### config.mk
export PLATFORM = sky130hd
export DESIGN_NAME = measurement_scheduler
export DESIGN_NICKNAME = d
export VERILOG_FILES = /design/src/rtl/measurement_scheduler.sv
export SDC_FILE = /design/constraint.sdc
export NUM_CORES = 1
export LEC_CHECK = 0
export ABC_CLOCK_PERIOD_IN_PS = 5700
export CAP_MARGIN = 20
export CELL_PAD_IN_SITES_DETAIL_PLACEMENT = 0
export CELL_PAD_IN_SITES_GLOBAL_PLACEMENT = 1
export CORE_MARGIN = 3
export CORE_UTILIZATION = 48
export DETAILED_ROUTE_END_ITERATION = 12
export GPL_TIMING_DRIVEN = 0
export PLACE_DENSITY = 0.85
export SYNTH_ARGS = -nofsm -noshare
export SYNTH_HDL_FRONTEND = slang
export SYNTH_SLANG_ARGS = --single-unit
### constraint.sdc
create_clock -name clock -period 5.7 [get_ports clock]
set_input_delay 0.855 -clock clock [delete_from_list [all_inputs] [get_ports clock]]
set_output_delay 0.855 -clock clock [all_outputs]
set_load 0.05 [all_outputs]
### src/rtl/measurement_scheduler.sv
`default_nettype none
// +--------------------------------------------------------------------------+
// | Module  : measurement_scheduler                                          |
// | Purpose : Round-robin sensor measurement sequencer with period/timeout.  |
// | Revision: 1.0                                                            |
// +--------------------------------------------------------------------------+
module measurement_scheduler #(
  parameter int TICK_DIV     = 50000,
  parameter int COUNTER_SIZE = 16,
  parameter int PERIOD_MS    = 1000,
  parameter int TIMEOUT_MS   = 50,
  parameter int NUM_CHANNELS = 4
) (
  input  logic                            clock,
  input  logic                            reset,
  input  logic                            enable,
  input  logic [NUM_CHANNELS-1:0]         channel_mask,
  input  logic                            done_in,
  input  logic                            error_in,
  output logic                            start,
  output logic [$clog2(NUM_CHANNELS)-1:0] channel,
  output logic                            busy,
  output logic                            result_valid,
  output logic                            result_error,
  output logic                            timeout
);

  localparam int C_CHAN_W = $clog2(NUM_CHANNELS);
  localparam int C_SUM_W  = C_CHAN_W + 1;

  localparam logic [COUNTER_SIZE-1:0] C_ONE       = COUNTER_SIZE'(1);
  localparam logic [COUNTER_SIZE-1:0] C_CNT_MAX   = '1;
  localparam logic [COUNTER_SIZE-1:0] C_TICK_LAST = COUNTER_SIZE'(TICK_DIV - 1);
  localparam logic [COUNTER_SIZE-1:0] C_PERIOD    = COUNTER_SIZE'(PERIOD_MS);
  localparam logic [COUNTER_SIZE-1:0] C_TIMEOUT   = COUNTER_SIZE'(TIMEOUT_MS);
  localparam logic [C_CHAN_W-1:0]     C_LAST_INIT = C_CHAN_W'(NUM_CHANNELS - 1);
  localparam logic [C_SUM_W-1:0]      C_NUM_CH    = C_SUM_W'(NUM_CHANNELS);

  typedef enum logic [2:0] {
    ST_IDLE        = 3'd0,
    ST_WAIT_PERIOD = 3'd1,
    ST_SELECT      = 3'd2,
    ST_START       = 3'd3,
    ST_WAIT_DONE   = 3'd4
  } state_t;

  state_t r_state;
  state_t w_state_next;

  logic [COUNTER_SIZE-1:0] r_tick_cnt;
  logic [COUNTER_SIZE-1:0] r_ms_cnt;
  logic [COUNTER_SIZE-1:0] w_ms_inc;
  logic                    w_tick;
  logic                    w_timed;
  logic                    w_period_hit;
  logic                    w_timeout_hit;

  logic [C_CHAN_W-1:0] r_last_served;
  logic [C_CHAN_W-1:0] r_channel;
  logic [C_CHAN_W-1:0] w_sel_chan;
  logic [C_CHAN_W-1:0] w_idx;
  logic [C_SUM_W-1:0]  w_sum;
  logic                w_sel_found;

  logic w_accept;
  logic w_timeout_fire;
  logic w_select_take;

  logic r_start;
  logic r_busy;
  logic r_result_valid;
  logic r_result_error;
  logic r_timeout;

  // The ms count advances only on the tick wrap, so a "reached" condition
  // is detected on that wrap clock and the dwell is exactly N*TICK_DIV.
  assign w_tick        = (r_tick_cnt == C_TICK_LAST);
  assign w_ms_inc      = (r_ms_cnt == C_CNT_MAX) ? r_ms_cnt : r_ms_cnt + C_ONE;
  assign w_period_hit  = w_tick && (w_ms_inc >= C_PERIOD);
  assign w_timeout_hit = w_tick && (w_ms_inc >= C_TIMEOUT);
  assign w_timed       = (r_state == ST_WAIT_PERIOD) || (r_state == ST_WAIT_DONE);

  // Rotating-priority search starting just above the last served channel.
  always_comb begin
    w_sel_found = 1'b0;
    w_sel_chan  = r_last_served;
    w_sum       = '0;
    w_idx       = '0;
    for (int k = 1; k <= NUM_CHANNELS; k++) begin
      w_sum = {1'b0, r_last_served} + C_SUM_W'(k);
      if (w_sum >= C_NUM_CH) begin
        w_sum = w_sum - C_NUM_CH;
      end
      w_idx = w_sum[C_CHAN_W-1:0];
      if (!w_sel_found && channel_mask[w_idx]) begin
        w_sel_found = 1'b1;
        w_sel_chan  = w_idx;
      end
    end
  end

  always_comb begin
    w_state_next = r_state;
    case (r_state)
      ST_IDLE:        if (enable) w_state_next = ST_SELECT;
      ST_SELECT:      w_state_next = w_sel_found ? ST_START : ST_WAIT_PERIOD;
      ST_START:       w_state_next = ST_WAIT_DONE;
      ST_WAIT_DONE:   if (done_in || w_timeout_hit) w_state_next = ST_WAIT_PERIOD;
      ST_WAIT_PERIOD: if (w_period_hit) w_state_next = ST_SELECT;
      default:        w_state_next = ST_IDLE;
    endcase
    if ((r_state != ST_IDLE) && !enable) begin
      w_state_next = ST_IDLE;
    end
  end

  assign w_accept       = (r_state == ST_WAIT_DONE) && enable && done_in;
  assign w_timeout_fire = (r_state == ST_WAIT_DONE) && enable && !done_in && w_timeout_hit;
  assign w_select_take  = (r_state == ST_SELECT) && enable && w_sel_found;

  always_ff @(posedge clock) begin
    if (reset) begin
      r_state <= ST_IDLE;
    end else begin
      r_state <= w_state_next;
    end
  end

  // Counters restart on any state change so each timed state begins at zero.
  always_ff @(posedge clock) begin
    if (reset) begin
      r_tick_cnt <= '0;
      r_ms_cnt   <= '0;
    end else if ((w_state_next != r_state) || !w_timed) begin
      r_tick_cnt <= '0;
      r_ms_cnt   <= '0;
    end else begin
      r_tick_cnt <= w_tick ? '0 : r_tick_cnt + C_ONE;
      if (w_tick) begin
        r_ms_cnt <= w_ms_inc;
      end
    end
  end

  always_ff @(posedge clock) begin
    if (reset) begin
      r_last_served  <= C_LAST_INIT;
      r_channel      <= '0;
      r_start        <= 1'b0;
      r_busy         <= 1'b0;
      r_result_valid <= 1'b0;
      r_result_error <= 1'b0;
      r_timeout      <= 1'b0;
    end else begin
      r_start        <= (w_state_next == ST_START);
      r_busy         <= (w_state_next == ST_START) || (w_state_next == ST_WAIT_DONE);
      r_result_valid <= w_accept;
      r_timeout      <= w_timeout_fire;
      if (w_accept) begin
        r_result_error <= error_in;
      end
      if (w_select_take) begin
        r_channel     <= w_sel_chan;
        r_last_served <= w_sel_chan;
      end
    end
  end

  assign start        = r_start;
  assign channel      = r_channel;
  assign busy         = r_busy;
  assign result_valid = r_result_valid;
  assign result_error = r_result_error;
  assign timeout      = r_timeout;

endmodule
`default_nettype wire
* Word-level counts from Yosys, hierarchy flattened
Index checks and enable logic that the tools add are counted.
Word-level totals: register bits 44, bits in latches 0, bits in writable memories 0, memory bits (read-only) 0, output and inout port bits 7, memories kept 0
Cells by class: $add $sub $neg 10, $mul 0, div/mod/pow operators 0, $lt $le $gt $ge 10, equal/unequal tests 9, shifts and indexed selects 0, muxes and demuxes 27, bitwise operators 0, reductions and logical operators 26
Operator list (count):
- adder 16 x 1 -> 16 bit (second input constant) | 2
- equality test 16 bit (second input constant) | 2
- two-way mux 2 bit | 9
- greater-or-equal comparator 16 x 10 -> 1 bit (second input constant) | 1
- greater-or-equal comparator 16 x 6 -> 1 bit (second input constant) | 1
- two-way mux 16 bit | 1
- case mux 3 bit (5 select lines) | 1
- greater-or-equal comparator 3 bit (second input constant) | 4
- logical AND 1 bit | 12
- < comparator 2 x 3 -> 1 bit (second input constant) | 4
- two-way mux 3 bit | 4
- equality test 3 x 2 -> 1 bit (second input constant) | 3
- binary-select mux 1 bit (select 2 bit) | 4
- two-way mux 1 bit | 8
- subtractor 2 x 1 -> 2 bit (second input constant) | 4
- adder 2 x 2 -> 3 bit (second input constant) | 2
- equality test 3 bit (second input constant) | 2
- zero test 1 bit | 6
- logical OR 1 bit | 4
- adder 2 x 1 -> 3 bit (second input constant) | 1
- adder 2 x 3 -> 3 bit (second input constant) | 1
- equality test 3 x 1 -> 1 bit (second input constant) | 1
- zero test 3 bit | 1
- != test 3 bit | 1
- 3 further kinds | 3

* Longest topological paths before layout
Gate-level depths: netlist (run 1).
depth in word-level cells 21, gate-level depth with buffers 10, mapped depth without buffers 8

* Worst setup path after synthesis (run 1)
No wires, ideal clock.
path kind register to register, from reg r_ms_cnt[0], to reg r_ms_cnt[13], setup time 0.088 ns, arrival 2.730 ns, slack 2.882 ns, stages on the path, launching flop included 10, period minus slack after synthesis 2.818 ns, path through dfxtp_1 > ha_1 > nand4_1 > nor4_1 > mux2_2 > or4_4 > o31ai_1 > a32oi_2 > buf_6 > a311oi_2
On the way: longest elaborated chain between the ends 11, elaborated cells between the ends (all ways) 15, those cells by class 1 x add/sub; 2 x order compare; 2 x eq/ne; 5 x mux; 5 x reduce/logical
RTL lines:
- start: declaration | line 51 | logic [COUNTER_SIZE-1:0] r_ms_cnt;
- start signal: assignment | line 140 | r_ms_cnt <= w_ms_inc;
- adder 16 x 1 -> 16 bit / equality test 16 bit (equally long branches) | line 78 | assign w_ms_inc = (r_ms_cnt == C_CNT_MAX) ? r_ms_cnt : r_ms_cnt + C_ONE;
- two-way mux 16 bit * | line 78
- greater-or-equal comparator 16 x 6 -> 1 bit | line 80 | assign w_timeout_hit = w_tick && (w_ms_inc >= C_TIMEOUT);
- logical AND 1 bit | line 80
- logical OR 1 bit | line 108 | ST_WAIT_DONE: if (done_in || w_timeout_hit) w_state_next = ST_WAIT_PERIOD;
- two-way mux 3 bit | line 108
- case mux 3 bit (5 select lines) | line 104 | case (r_state)
- two-way mux 3 bit | line 112 | if ((r_state != ST_IDLE) && !enable) begin
- != test 3 bit | line 134 | end else if ((w_state_next != r_state) || !w_timed) begin
- logical OR 1 bit | line 134
- OR reduction 2 bit (no source line)
Every way passes the cells marked *; elsewhere a longest branch is shown, timed or not. A chain may end at the register's enable or synchronous reset.

* Worst setup path in the final report (run 1)
from reg r_ms_cnt[0], to reg r_tick_cnt[12]
On the way: longest elaborated chain between the ends 11, elaborated cells between the ends (all ways) 15, those cells by class 1 x add/sub; 2 x order compare; 2 x eq/ne; 5 x mux; 5 x reduce/logical
RTL lines:
- adder 16 x 1 -> 16 bit / equality test 16 bit (equally long branches) | line 78
- two-way mux 16 bit * | line 78
- greater-or-equal comparator 16 x 6 -> 1 bit | line 80
- logical AND 1 bit | line 80
- logical OR 1 bit | line 108
- two-way mux 3 bit | line 108
- case mux 3 bit (5 select lines) * | line 104
- two-way mux 3 bit * | line 112
- != test 3 bit * | line 134
- logical OR 1 bit * | line 134
- OR reduction 3 bit (no source line) *
- end signal: assignment | line 138 | r_tick_cnt <= w_tick ? '0 : r_tick_cnt + C_ONE;
- end: declaration | line 50 | logic [COUNTER_SIZE-1:0] r_tick_cnt;
Marks and branches as above.

==> results of run 1 <==
==> per-stage QoR <==
step | hold WS [ps] | setup slack, ps | instance area [um^2] | utilization (%) | total power, mW
floorplan | 462 | 2880 | 2580 | - | 0.333
global placement | 442 | 2310 | 2820 | 54.8 | 0.345
detailed placement | 447 | 2340 | 2820 | 54.8 | 0.345
CTS | 460 | 2320 | 2940 | 57.1 | 0.603
finish | 454 | 2240 | 2940 | 57.1 | 0.596
global route | 480 | 2020 | 2940 | 57.1 | 0.617
==> Yosys cell counts, types with 2 or more instances <==
cell type	count
or4_1	4
inv_1	5
and3_1	7
xnor2_1	11
mux2i_1	4
nor4bb_1	2
ha_1	2
nand4_1	13
dfxtp_1	44
o21ai_0	8
o31ai_1	3
nor2b_1	7
and2_1	3
nand2_1	31
a311oi_1	3
buf_2	7
and4_1	3
buf_4	5
or3_1	2
nor3_2	8
nor4b_1	3
a21oi_1	15
xor2_1	12
nor3_1	9
a31oi_1	5
o21bai_1	2
clkbuf_1	7
nand2b_1	3
o31a_1	2
a311oi_2	2
nand3_1	15
nor4_1	9
nor2_1	41
==> sequential cells by signal (all words and copies together) (netlist names) <==
signal and count:
r_ms_cnt 16, r_tick_cnt 16, r_state 3, channel 2, r_last_served 2, busy 1, result_error 1, result_valid 1
start 1, timeout 1
==> critical path, stage by stage, from the launching register on <==
cell and delay [ps]:
dfxtp_1 490, ha_1 350, nand4_1 340, nor4_1 700, nor4b_1 140, nor4_1 290, a32oi_1 240, a32oi_2 390
buf_2 330, nor2_1 80
==> logic make-up (layout without fill, tap and decap cells) <==
logic type	Yosys count	in the layout	share of synthesized area [%]
simple gates	165	165	34.9
compound gates	53	53	15.2
flops	44	44	34.2
buf+inv	25	48	5.00
xor+xnor	23	23	7.82
mux	5	5	1.99
fa+ha+maj	2	2	0.971
==> placed cells by master, fill, tap and decap left out, types with 4 or more instances in the layout <==
master            n
nand4_1          13
buf_4             5
clkbuf_1          7
a31oi_1           5
mux2i_1           4
nor3_2            8
buf_2             7
dfxtp_1          44
clkbuf_8          6
or4_1             4
nor2b_1           7
inv_1             5
xnor2_1          11
and3_1            7
nor2_1           41
clkdlybuf4s50_1  15
nor4_1            9
o21ai_0           8
a21oi_1          15
xor2_1           12
nand3_1          15
nand2_1          31
nor3_1            9
==> path summary, 6_finish.rpt <==
kind | from | endpoint | slack (ps) | cells past startpoint
worst max-delay path | r_ms_cnt[0] | r_tick_cnt[12] | 2240 | 9
worst min-delay path | channel[1] | channel[1] | 450 | 2
worst max register to register | r_ms_cnt[0] | r_tick_cnt[12] | 2240 | 9
worst min register to register | channel[1] | channel[1] | 450 | 2
==> layer usage <==
layer	share of wire, %	wire length [um]	vias up
li1	-	-	1197
met1	51	2980	1038
met2	43	2510	43
met3	4.3	249	6
met4	1.1	65	0
met5	0	0	-
==> where the power goes <==
| part | internal [mW] | switching [mW] | total [mW] | leakage, nW |
|---|---|---|---|---|
| registers | 0.310 | 0.00188 | 0.312 | 0.355 |
| clock network | 0.143 | 0.114 | 0.258 | 0.0614 |
| logic | 0.0122 | 0.0144 | 0.0266 | 0.522 |
==> layout make-up <==
cell class | instances | share of cell area [%]
flip-flops and latches | 44 | 30.0
inverters | 5 | 0.639
clock buffers | 6 | 2.81
repair buffers | 15 | 5.11
plain buffers | 20 | 3.75
clock inverters | 2 | 1.32
well taps | 70 | 2.98
multi-input cells | 248 | 53.4
==> impl_metrics.env, run 1 <==
export IMPL_multiInputGateArea_um2=1570
export IMPL_yosys_warnings=0
export IMPL_use_met1_pct=29.9
export IMPL_synth_nets=328
export IMPL_die_w_um=79.3
export IMPL_die_area_um2=6290
export IMPL_gr_usage_all_layers_pct=20.2
export IMPL_numPortBuffers=15
export IMPL_ctsHoldBuffers=0
export IMPL_post_route_period_util_pct=60.7
export IMPL_synthTopCellsByArea="dfxtp_1, nor2_1, nand2_1"
export IMPL_ios=16
export IMPL_async_reset_ff_share_pct=0
export IMPL_via_per_inst=5.57
export IMPL_setup_viol_count_final=0
export IMPL_grt_pass1_vias=2087
export IMPL_yosysTopAreaCell="dfxtp_1"
export IMPL_ctsResizeCount=0
export IMPL_placed_cells=402
export IMPL_p_leak_nw=0.939
export IMPL_synthDistinctLibCells=53
export IMPL_met3_usage_pct=3.85
export IMPL_synth_top_cell_area_share_pct=34.2
export IMPL_critPathKind="flop to flop"
export IMPL_drtAntennaViolNets=0
export IMPL_area_growth_syn_to_layout_pct=13.9
export IMPL_worst_ep_arrival_time_ps=3650
export IMPL_cp_end_kind="flop"
export IMPL_num_rows=26
export IMPL_yosysSeqAreaShare_pct=34.2
export IMPL_syn_cell_area_um2=2580
export IMPL_status="complete, no violations"
export IMPL_slew_viol_final=0
export IMPL_insertion_delay_ps=300
export IMPL_skew_ps=6.14
export IMPL_fp_coreArea_um2=5140
export IMPL_cts_root_buffer="clkbuf_8"
export IMPL_layout_drive_gt1_share_pct=12.1
export IMPL_max_cap_violations=0
export IMPL_drt_first_pass_iters=4
export IMPL_clk_pin_slew_ps=90
export IMPL_final_cells=410
export IMPL_synth_edf_count=0
export IMPL_die_y_um=79.3
export IMPL_fill_cells=518
export IMPL_cts_tree="done"
export IMPL_critPathRequiredTime_ps=5890
export IMPL_fin_tns_setup_ps=0
export IMPL_clock_sinks=44
export IMPL_ff_latch_area_um2=881
export IMPL_avgRoutedWirePerCell_um=14.2
export IMPL_ys_seq_elements=44
export IMPL_grt_max_degree=15
export IMPL_dp_hpwl_mm=4.21
export IMPL_overflow=0
export IMPL_route_detailed_drc=0
export IMPL_vias=2284
export IMPL_tightest_slew_ps=805
export IMPL_initial_core_util_pct=50.1
export IMPL_synthFlopType="dfxtp_1"
export IMPL_synth_area_per_cell_um2=8.13
export IMPL_postCtsSetupRepairBufs=0
export IMPL_drtIter0Drc=100
export IMPL_critPathLaunchType="flop"
export IMPL_grt_setup_unrepaired="no"
export IMPL_cts_made_buffers=5
export IMPL_hold_path_class="flop to flop"
export IMPL_busiest_layer="met1"
export IMPL_cts_htree_levels=2
export IMPL_drt_total_wl_mm=5.81
export IMPL_relSlewSlack_pct=45.9
export IMPL_min_period_ps=3460
export IMPL_fin_nets=350
export IMPL_diodes=0
export IMPL_ir_drop_uv=109
export IMPL_gp_congestion=0.845
export IMPL_hold_viol=0
export IMPL_synth_cells=317
export IMPL_grt_pass1_wl_mm=10.2
export IMPL_antenna_found_initial=0
export IMPL_powerDensity_nw_per_um2=203
export IMPL_worstPathMaxFanout=10
export IMPL_met2_usage_pct=29.6
export IMPL_max_freq_mhz=289
export IMPL_clk_path_buf_depth=2
Note: power is estimated with default switching activity, not from simulation.
==> run 2: changes to the inputs <==
- ABC_CLOCK_PERIOD_IN_PS: 5700 -> 3000
- CORE_UTILIZATION: 48 -> 40
- PLACE_DENSITY: 0.85 -> 0.75
- clock period: 5.7 -> 3 ns (I/O delays scaled with it)
==> impl_metrics.env, run 2 (synthesized netlist as in run 1, its figures left out) <==
export IMPL_status="complete, no violations"
export IMPL_final_common_cell="dfxtp_1"
export IMPL_r2r_start="r_ms_cnt[5]"
export IMPL_clock_sinks=44
export IMPL_swShare_pct=22.6
export IMPL_gr_usage_all_layers_pct=18.3
export IMPL_grt_max_degree=15
export IMPL_power_mw=1.14
export IMPL_cts_tree="done"
export IMPL_hold_viol=0
export IMPL_crit_start="r_ms_cnt[5]"
export IMPL_combPwrFrac_pct=4.5
export IMPL_drtIter0Drc=136
export IMPL_grt_pass1_vias=2270
export IMPL_fin_nets=355
export IMPL_tightest_slew_ps=968
export IMPL_clk_path_buf_depth=2
export IMPL_crit_path_end="r_tick_cnt[0]"
export IMPL_hold_path_class="flop to flop"
export IMPL_overflow=0
export IMPL_r2r_end="r_tick_cnt[0]"
export IMPL_clk_pin_slew_ps=90
export IMPL_gp_congestion=0.839
export IMPL_max_freq_mhz=352
export IMPL_drtAntennaViolNets=0
export IMPL_powerDensity_nw_per_um2=365
export IMPL_critPathKind="flop to flop"
export IMPL_power_switching_uw=257
export IMPL_fin_util_pct=51.3
export IMPL_max_cap_violations=0
export IMPL_post_route_period_util_pct=94.8
export IMPL_rrSetupSlack_ps=160
export IMPL_layout_common_cells="dfxtp_1, nor2_1, nand2_1"
export IMPL_layout_drive_gt1_share_pct=19.4
export IMPL_cts_root_buffer="clkbuf_8"
export IMPL_final_area_um2=3130
export IMPL_power_share_clock_pct=43.7
export IMPL_setup_viol_count_final=0
export IMPL_cp_end_kind="flop"
export IMPL_final_cells=420
export IMPL_insertion_delay_ps=310
export IMPL_largest_registers="r_ms_cnt: 16 flops, r_tick_cnt: 16 flops, r_state: 3 flops"
export IMPL_numPortBuffers=15
export IMPL_worstPathMaxFanout=10
export IMPL_dpl_instance_area_um2=2820
export IMPL_drt_first_pass_iters=4
export IMPL_antenna_found_initial=0
export IMPL_grt_pass1_wl_mm=10.9
export IMPL_slew_viol_final=0
export IMPL_ir_drop_uv=209
export IMPL_fin_tns_setup_ps=0
export IMPL_initial_core_util_pct=42.3
export IMPL_critPathLaunchType="flop"
export IMPL_fp_coreArea_um2=6100
export IMPL_drt_total_wl_mm=6.45
export IMPL_critPathRequiredTime_ps=3170
export IMPL_die_w_um=86.3
export IMPL_p_seq_share_pct=51.8
export IMPL_route_detailed_drc=0
export IMPL_cts_made_buffers=5
export IMPL_placed_cells=407
export IMPL_vias=2378
export IMPL_via_per_inst=5.66
export IMPL_worst_ep_arrival_time_ps=3020
export IMPL_ios=16
export IMPL_area_growth_syn_to_layout_pct=21.4
export IMPL_num_rows=28
export IMPL_ff2ff_path_depth=9
export IMPL_die_area_um2=7440
export IMPL_skew_ps=6.26
export IMPL_cts_htree_levels=2
export IMPL_avgRoutedWirePerCell_um=15.3
export IMPL_internal_power_uw=883
export IMPL_die_y_um=86.3
export IMPL_p_leak_nw=0.985
export IMPL_min_period_ps=2840
export IMPL_relSlewSlack_pct=34.9
export IMPL_diodes=0
export IMPL_dp_hpwl_mm=4.49
==> run 2: cell types whose count changed in the layout (fill, tap and decap cells not counted), moves of 2 or more <==
cell	delta
nor4_2	+3
nor3_1	-2
dfxtp_4	+2
buf_2	-4
buf_4	+9
clkbuf_1	-4
nor4_1	-4
nor3_2	+2
clkbuf_2	+3
dfxtp_1	-2
==> run 2: stage by stage <==
stage                     worst slack [ps]  hold WS, ps
final                                  156          460
after global routing                 -34.3          503
after CTS                            -22.2          463
after detailed placement              -412          449
after global placement                -445          442
after floorplan                        182          462
==> run 2: final cells by class <==
class | count | area (um^2)
plain buffers | 19 | 120
clock buffers | 6 | 82.6
well taps | 75 | 93.8
multi-input cells | 248 | 1690
inverters | 5 | 22.5
clock inverters | 2 | 38.8
fillers | 610 | 2970
flip-flops and latches | 44 | 888
repair buffers | 21 | 195
==> run 2: power groups by stage <==
stage                     logic [mW]  clock network (mW)  registers (mW)
after floorplan               0.0208                   0           0.612
after global placement        0.0506                   0           0.605
after detailed placement      0.0506                   0           0.606
after CTS                     0.0508               0.514           0.592
after global routing          0.0570               0.536           0.591
final                         0.0518               0.498           0.590
==> run 2: repair_timing <==
item                                    4_1_cts  5_1_grt
pin swaps                                     2        2
setup buffers                                 2        4
endpoints found under the setup margin       35       34
gates resized for setup                       8       30
hold endpoints to repair                      0        0
hold buffers                                  0        0
==> run 2: how the worst min path moves through the flow <==
stage / cells past startpoint / to / startpoint / slack (ps)
2_1_floorplan: 1 / r_tick_cnt[0] / r_tick_cnt[0] / 460
3_3_place_gp: 2 / channel[1] / channel[1] / 440
3_5_place_dp: 2 / channel[1] / channel[1] / 450
4_1_cts: 2 / channel[1] / channel[1] / 460
5_1_grt: 2 / channel[1] / channel[1] / 500
6_report: 2 / channel[1] / channel[1] / 460
==> run 2: critical path, stage by stage, from the launching register on <==
cell        delay (ps)
dfxtp_1            390
buf_4              210
clkinvlp_4         130
buf_4              150
or4_1              520
a311oi_1           440
a32oi_4            200
a32oi_2            350
buf_4              260
nor3_2              50
==> run 2: metal layers <==
metal | vias to the layer above | wire, um | global-route usage, %
met4 | 0 | 155 | 7.65
met5 | - | 0 | 0
met2 | 40 | 2890 | 28.9
met3 | 13 | 224 | 3.33
met1 | 1116 | 3180 | 24.4
li1 | 1209 | - | -
